## src/rtl/hci_bank_arbiter.sv

```systemverilog
// rtl/hci_bank_arbiter.sv - N-requester HCI arbiter onto a single TCDM bank port
// Round-robin or fixed priority selection, stall watchdog, 1-cycle response routing.
module hci_bank_arbiter #(
  parameter int unsigned N_REQ     = 4,
  parameter int unsigned AW        = 32,
  parameter int unsigned DW        = 32,
  parameter int unsigned BW        = 8,
  parameter int unsigned MAX_STALL = 8
) (
  input  logic                      clk_i,
  input  logic                      rst_ni,
  input  logic                      clear_i,
  input  logic                      policy_i,
  input  logic [N_REQ-1:0]          req_i,
  input  logic [N_REQ*AW-1:0]       add_i,
  input  logic [N_REQ-1:0]          wen_i,
  input  logic [N_REQ*DW-1:0]       data_i,
  input  logic [N_REQ*(DW/BW)-1:0]  be_i,
  output logic [N_REQ-1:0]          gnt_o,
  output logic [N_REQ-1:0]          r_valid_o,
  output logic [DW-1:0]             r_data_o,
  output logic [N_REQ-1:0]          starved_o,
  output logic                      mem_req_o,
  output logic [AW-1:0]             mem_add_o,
  output logic                      mem_wen_o,
  output logic [DW-1:0]             mem_data_o,
  output logic [DW/BW-1:0]          mem_be_o,
  input  logic                      mem_gnt_i,
  input  logic [DW-1:0]             mem_r_data_i
);

  localparam int unsigned BEW = DW / BW;
  localparam int unsigned IW  = (N_REQ > 1) ? $clog2(N_REQ) : 1;
  localparam int unsigned CW  = $clog2(MAX_STALL + 1);
  localparam logic [CW-1:0] CNT_MAX = CW'(MAX_STALL);
  localparam logic [IW-1:0] LAST_IDX = IW'(N_REQ - 1);

  logic [IW-1:0]             rr_q, rr_d;
  logic [IW-1:0]             resp_idx_q, resp_idx_d;
  logic                      resp_valid_q, resp_valid_d;
  logic [N_REQ-1:0][CW-1:0]  cnt_q, cnt_d;
  logic [IW-1:0]             w;
  logic                      found;
  logic                      any_req;
  logic                      hs;

  assign any_req   = |req_i;
  assign mem_req_o = any_req;
  assign hs        = any_req & mem_gnt_i;
  assign r_data_o  = mem_r_data_i;

  always_comb begin
    starved_o = '0;
    for (int i = 0; i < N_REQ; i++) begin
      starved_o[i] = (cnt_q[i] == CNT_MAX) & req_i[i];
    end
  end

  // Descending scans leave the lowest matching index in w.
  always_comb begin
    int idx;
    idx   = 0;
    w     = '0;
    found = 1'b0;
    if (|starved_o) begin
      for (int i = N_REQ - 1; i >= 0; i--) begin
        if (starved_o[i]) w = IW'(i);
      end
    end else if (policy_i) begin
      for (int i = N_REQ - 1; i >= 0; i--) begin
        if (req_i[i]) w = IW'(i);
      end
    end else begin
      for (int k = 0; k < N_REQ; k++) begin
        idx = (int'(rr_q) + k) % int'(N_REQ);
        if (!found && req_i[idx]) begin
          w     = IW'(idx);
          found = 1'b1;
        end
      end
    end
  end

  always_comb begin
    gnt_o      = '0;
    mem_add_o  = '0;
    mem_wen_o  = 1'b0;
    mem_data_o = '0;
    mem_be_o   = '0;
    if (any_req) begin
      gnt_o[w]   = mem_gnt_i;
      mem_add_o  = add_i[w*AW +: AW];
      mem_wen_o  = wen_i[w];
      mem_data_o = data_i[w*DW +: DW];
      mem_be_o   = be_i[w*BEW +: BEW];
    end
  end

  always_comb begin
    r_valid_o = '0;
    if (resp_valid_q) r_valid_o[resp_idx_q] = 1'b1;
  end

  always_comb begin
    rr_d         = rr_q;
    resp_valid_d = hs;
    resp_idx_d   = hs ? w : resp_idx_q;
    cnt_d        = '0;
    if (hs && !policy_i) begin
      rr_d = (w == LAST_IDX) ? '0 : w + 1'b1;
    end
    for (int i = 0; i < N_REQ; i++) begin
      if (req_i[i] && !gnt_o[i]) begin
        cnt_d[i] = (cnt_q[i] == CNT_MAX) ? cnt_q[i] : cnt_q[i] + 1'b1;
      end
    end
    // Clear drops any response that would have come out next cycle.
    if (clear_i) begin
      rr_d         = '0;
      resp_valid_d = 1'b0;
      resp_idx_d   = '0;
      cnt_d        = '0;
    end
  end

  always_ff @(posedge clk_i or negedge rst_ni) begin
    if (!rst_ni) begin
      rr_q         <= '0;
      resp_idx_q   <= '0;
      resp_valid_q <= 1'b0;
      cnt_q        <= '0;
    end else begin
      rr_q         <= rr_d;
      resp_idx_q   <= resp_idx_d;
      resp_valid_q <= resp_valid_d;
      cnt_q        <= cnt_d;
    end
  end

endmodule

```

## config.mk

```make
export PLATFORM = sky130hd
export DESIGN_NAME = hci_bank_arbiter
export DESIGN_NICKNAME = d
export VERILOG_FILES = /design/src/rtl/hci_bank_arbiter.sv
export SDC_FILE = /design/constraint.sdc
export NUM_CORES = 1
export LEC_CHECK = 0
export ABC_AREA = 1
export CAP_MARGIN = 20
export CORE_AREA = 4 4 166 168
export DETAILED_ROUTE_END_ITERATION = 10
export DIE_AREA = 0 0 170 172
export GPL_ROUTABILITY_DRIVEN = 0
export PLACE_DENSITY = 0.54
export SYNTH_ARGS = -nofsm -noshare
export SYNTH_HDL_FRONTEND = slang
export SYNTH_SLANG_ARGS = --single-unit
```

## constraint.sdc

```tcl
create_clock -name clk_i -period 2.54 [get_ports clk_i]
set_clock_uncertainty 0.15 [all_clocks]
set_input_delay 0.381 -clock clk_i [delete_from_list [all_inputs] [get_ports clk_i]]
set_output_delay 0.381 -clock clk_i [all_outputs]
set_load 0.005 [all_outputs]
```

==> impl_metrics.yaml, run 1 <==
place:
  dp_cells: 1701
  io_buffer_count: 366
  place_area_um2: 9759
  dp.final_hpwl_mm: 21.44
cts:
  cts_tree: "yes"
  cts_num_sinks: 21
  cts_buffer_depth: 2
  htree_levels: 1
  cts-buffers-inserted: 3
  ctsHoldBuffers: 0
  clock_latency_ns: 0.26
  clk_pin_slew_ns: 0.06
  cts_root_buf: "clkbuf_16"
final_layout:
  layout_commonest_cell: "clkdlybuf4s50_1"
  synthToLayoutAreaGrowth_pct: 133.2
  final_area_um2: 12310
  fillCellCount: 2619
  layout-drive-gt1-share: 0.3615
  nets: 1793
  layout_common_cells: "clkdlybuf4s50_1 (286), inv_1 (224), nand2_1 (136)"
  n_antenna_cell: 0
  fin_util: 0.4752
  finalNonFillerCells: 1801
sta:
  setup_tns_ns: -34.57
  post-route-min-period_ns: 3.068
  setup_ws_ns: -0.5278
  maxSlewHeadroom: 0.5972
  fmax_ghz: 0.3260
  tightest_slew_ns: 0.6019
  fin_crit_sh: 1.208
  drv_slew: 0
  final-setup-viol-count: 77
  final-hold-violation-count: 0
  grt_setup_unrepaired: "yes"
routing:
  wirelength_mm: 32.13
  post-route-drc-count: 0
  first_pass_iters: 5
  dr_total_vias: 8298
  post_drt_wl_per_cell_um: 17.84
  postRouteAntennaNets: 0
  drt_iter0_markers: 447
  via_per_inst: 4.607
grt:
  grt_pass1_wl_mm: 44.34
  grt_pass1_vias: 8126
  antenna_found_initial: 0
  grt_overflow: 0
  grt_max_degree: 58
  grtUsageTotal: 0.1894
critical_path:
  arrival_ns: 2.54
  required_ns: 2.01
  endpoint_kind: "output port"
  crit_fanout: 6
  crit_type: "flop to output port"
  worstSetupStartpointType: "flop"
synthesis:
  synthFlopType: "dfrtp_1"
  synth_edf_count: 0
  yosysWarnings: 0
  synth.cell_area_um2: 5280
  ys_ff_latch: 21
  ys_types: 24
  synthArstFlopShare: 1.000
  seq_area_frac_synth: 0.09953
  synthCells: 996
  syn_avg_cell_area_um2: 5.301
  synth.net_count: 1322
floorplanning:
  dieHeight_um: 172
  dieArea_um2: 29240
  start_util: 0.2038
  row_count: 59
  fp.dieW_um: 170
  io_pins: 431
  core_um2: 25910
power:
  power_w: 0.004278
  power.density_nw_per_um2: 347.5
  leakage_nw: 6.160
  vdd_drop_max_v: 0.0002039
status:
  violations: "setup timing"
  status: "finished with violations"
flow_run:
  maxCapViolations: 0
min_path:
  hp-class: "input pin to async pin"
## layout make-up
class                      instances  area [um^2]  area share
sequential                        21        528.0     0.04289
inverter                         242        944.7     0.07673
tap                              335        419.2     0.03404
timing repair inverter             1        6.256   0.0005081
timing repair buffer             565         5901      0.4793
clock buffer                       3        75.07    0.006098
clock inverter                     1        5.005   0.0004065
multi-input combinational        633         4433      0.3601
## per-layer routing
layer  track usage  wire, um
met5             0         0
met4       0.05139       893
met3       0.04252      2500
met2        0.3380     16180
met1        0.2300     12550
## state kept, by name, summed over array words and instances (netlist names)
signal,count
rr_q,2
resp_valid_q,1
cnt_q,16
resp_idx_q,2
## cells by family (layout without fill, tap and decap cells)
logic type | after synthesis | count (layout) | share of synthesized area
XOR/XNOR | 11 | 11 | 0.01825
buffers and inverters | 342 | 812 | 0.2912
AND/OR/NAND/NOR | 526 | 526 | 0.4841
AO/OA/AOI/OAI | 87 | 87 | 0.08555
adder cells (fa/ha/maj) | 9 | 9 | 0.02133
flip-flops | 21 | 21 | 0.09953
## power breakdown
| group | internal, W | switching [W] |
|---|---|---|
| sequential | 0.000348 | 0.0000122 |
| clock | 0.000212 | 0.000130 |
| combinational | 0.00198 | 0.00159 |
## final timing paths
kind                       cells after the start       from  slack [ns]              to
max                                           17   cnt_q[9]       -0.53  mem_data_o[10]
min                                            2     rst_ni        0.33        cnt_q[6]
max reg2reg                                   19  cnt_q[13]       -0.29       cnt_q[10]
min reg2reg                                    2  cnt_q[15]        0.42       cnt_q[15]
max in group asynchronous                      2     rst_ni        1.66         rr_q[1]
min in group clk_i                             2  cnt_q[15]        0.42       cnt_q[15]
## worst max-delay path, cell delays in order, from the launching register on
cell and delay, ns:
dfrtp_1 0.39, inv_2 0.08, ha_4 0.12, inv_2 0.04
nor2_4 0.11, nand2_4 0.08, o21ai_4 0.20, buf_6 0.13
a21oi_4 0.03, a21oi_4 0.17, buf_12 0.16, clkinv_16 0.08
buf_12 0.14, buf_12 0.13, buf_8 0.13, nand3_2 0.08
a21oi_2 0.05, buf_2 0.13
## Yosys cell counts (2+ instances only)
cell | instances | area, um^2
o21ai_0 | 8 | 40.04
nor2_1 | 29 | 108.9
buf_4 | 32 | 240.2
nor3_1 | 5 | 25.02
clkbuf_1 | 21 | 78.83
inv_1 | 238 | 893.4
buf_6 | 13 | 146.4
buf_1 | 5 | 18.77
inv_2 | 4 | 15.01
nand3_2 | 2 | 20.02
ha_1 | 9 | 112.6
nand3b_1 | 70 | 525.5
nand2_1 | 193 | 724.4
xor2_1 | 10 | 87.58
nand3_1 | 223 | 1116
o22ai_1 | 4 | 25.02
buf_2 | 29 | 145.1
a21oi_1 | 74 | 370.4
dfrtp_1 | 21 | 525.5
nand2_4 | 2 | 22.52
## per-stage QoR
step / hold WS, ns / worst slack [ns]
after floorplan: -0.06459 / 0.02441
after global placement: 0.3929 / -1.062
after detailed placement: 0.4074 / -1.061
after CTS: 0.3529 / -0.5053
after global routing: 0.3712 / -0.6539
final: 0.3348 / -0.5278
## timing repair
action / CTS / global route
gates resized for setup: 480 / 230
gates cloned: 17 / 11
setup buffers: 42 / 38
endpoints found under the setup margin: 90 / 92
pin swaps: 65 / 86
No activity file was read; power rests on OpenSTA's default activity.
==> run 2, diff against run 1 <==
--- a/config.mk
+++ b/config.mk
@@ -7,11 +7,13 @@
 export LEC_CHECK = 0
 export ABC_AREA = 1
 export CAP_MARGIN = 20
-export CORE_AREA = 4 4 166 168
+export CORE_AREA = 2 2 168 170
 export DETAILED_ROUTE_END_ITERATION = 10
 export DIE_AREA = 0 0 170 172
+export DONT_BUFFER_PORTS = 1
 export GPL_ROUTABILITY_DRIVEN = 0
-export PLACE_DENSITY = 0.54
+export PLACE_DENSITY = 0.31
+export RECOVER_POWER = 100
 export SYNTH_ARGS = -nofsm -noshare
 export SYNTH_HDL_FRONTEND = slang
 export SYNTH_SLANG_ARGS = --single-unit
==> run 2 against run 1 <==
Net effect:
- the run still ends with setup timing left
- clock power rose by 2%
- combinational power decreased by 39%
- critical path depth down 3
- worst setup slack better by 0.18 ns
- global-route usage fell by 3.2 points
- first-iteration DRC count fell by 47%
- non-clock buffer count down 441
==> impl_metrics.yaml, run 2 (same netlist as run 1, synthesis figures left out) <==
final_layout:
  layout-drive-gt1-share: 0.3115
  fillCellCount: 3144
  regMostFlops: "cnt_q"
  nets: 1351
  synthToLayoutAreaGrowth_pct: 43.27
  layout_commonest_cell: "inv_1"
  largest_reg_flops: 16
  layout_common_cells: "inv_1 (232), nand2_1 (172), nand3_1 (145)"
  largest_registers: "cnt_q (16), resp_idx_q (2), rr_q (2)"
  fin_util: 0.2753
min_path:
  hp-start: "clear_i"
  hp-class: "input pin to flop"
critical_path:
  worstSetupStartpointType: "flop"
  rr_startpoint: "cnt_q[13]"
  endpoint: "mem_add_o[15]"
  required_ns: 2.01
  crit_type: "flop to output port"
  arrival_ns: 2.36
  r2r_cells: 18
  crit_fanout: 8
  endpoint_kind: "output port"
  r2r_setup_slack_ns: 0.01
  r2r_end: "cnt_q[10]"
  startpoint: "cnt_q[8]"
status:
  violations: "setup timing"
  status: "finished with violations"
grt:
  grtUsageTotal: 0.1578
  grt_pass1_vias: 6013
  grt_max_degree: 53
  grt_overflow: 0
  grt_pass1_wl_mm: 35.73
  antenna_found_initial: 4
routing:
  via_per_inst: 4.714
  dr_total_vias: 6477
  post_drt_wl_per_cell_um: 18.80
  drt_iter0_markers: 237
  postRouteAntennaNets: 0
  first_pass_iters: 5
  wirelength_mm: 25.84
  post-route-drc-count: 0
floorplanning:
  dieHeight_um: 172
  row_count: 61
  io_pins: 431
  core_um2: 27480
  start_util: 0.1922
  dieArea_um2: 29240
  fp.dieW_um: 170
place:
  dp_slack_ns: -0.3333
  io_buffer_count: 0
  dp.final_hpwl_mm: 18.60
cts:
  cts_buffer_depth: 2
  htree_levels: 1
  clock_latency_ns: 0.26
  cts_root_buf: "clkbuf_16"
  cts-buffers-inserted: 3
  cts_num_sinks: 21
  cts_tree: "yes"
  clk_pin_slew_ns: 0.06
sta:
  post-route-min-period_ns: 2.890
  fmax_ghz: 0.3461
  setup_ws_ns: -0.3496
  final-setup-viol-count: 73
  final-hold-violation-count: 0
  maxSlewHeadroom: 0.1207
  drv_slew: 0
  grt_setup_unrepaired: "yes"
  tightest_slew_ns: 1.319
  fin_crit_sh: 1.138
power:
  power.density_nw_per_um2: 384.4
  power_w: 0.002908
  leakage_nw: 4.060
  vdd_drop_max_v: 0.0002876
flow_run:
  maxCapViolations: 0
## run 2: cell type report
cell class              count  area (um^2)  area share
repair buffers            124         1536      0.2031
inverters                 242        932.1      0.1232
multi-input cells         633         4045      0.5347
diodes                      4        10.01    0.001323
well taps                 346        432.9     0.05723
clock buffers               3        75.07    0.009924
flip-flops and latches     21        528.0     0.06980
clock inverters             1        5.005   0.0006616
## run 2: layer usage
layer	track usage	vias up	wire length (um)
li1	-	3130	-
met3	0.03914	14	1844
met4	0.01375	2	102
met5	0	-	13
met2	0.2657	250	12520
met1	0.2117	3081	11360
## run 2: timing repair
action	4_1_cts	5_1_grt
setup buffers	22	5
hold endpoints to repair	21	0
cloned	7	5
pin swaps	39	46
hold buffers	2	0
resized for setup	158	98
setup endpoints to repair	81	89
## run 2: worst min-delay path by stage
| stage | slack (ns) | to | cells after the start |
|---|---|---|---|
| after floorplan | -0.06 | cnt_q[0] | 0 |
| after global placement | -0.06 | cnt_q[3] | 0 |
| after detailed placement | -0.06 | cnt_q[15] | 0 |
| after CTS | 0.08 | resp_valid_q | 1 |
| after global routing | 0.08 | resp_valid_q | 1 |
| final | 0.08 | resp_valid_q | 1 |
## run 2: critical path, stage by stage, from the launching register on
cell and delay [ns]:
dfrtp_1 0.38, inv_2 0.06, ha_1 0.13, inv_1 0.04, nor2_2 0.11, nand2_2 0.13, o21ai_4 0.20, a21oi_2 0.07
a21oi_4 0.22, buf_12 0.20, inv_16 0.08, buf_12 0.15, nand3_1 0.10, a21oi_2 0.08, buf_4 0.14
## run 2: power breakdown
| part | switching, W | leakage, nW | total (W) | internal (W) |
|---|---|---|---|---|
| Combinational | 0.00122 | 3.74 | 0.00220 | 0.000980 |
| Clock | 0.000135 | 0.0409 | 0.000347 | 0.000212 |
| Sequential | 0.0000107 | 0.284 | 0.000359 | 0.000348 |
| Total | 0.00137 | 4.06 | 0.00291 | 0.00154 |
## run 2: stage by stage
step / hold slack (ns) / std cells / TNS, ns / cell area (um^2)
2_1_floorplan: -0.06459 / 996 / 0 / 5280
4_1_cts: 0.07718 / 1360 / -22.77 / 7043
3_3_place_gp: -0.06409 / 1325 / -16.93 / 5939
3_5_place_dp: -0.06390 / 1325 / -15.73 / 5939
6_report: 0.07909 / 1374 / -21.15 / 7565
5_1_grt: 0.07690 / 1371 / -32.65 / 7557
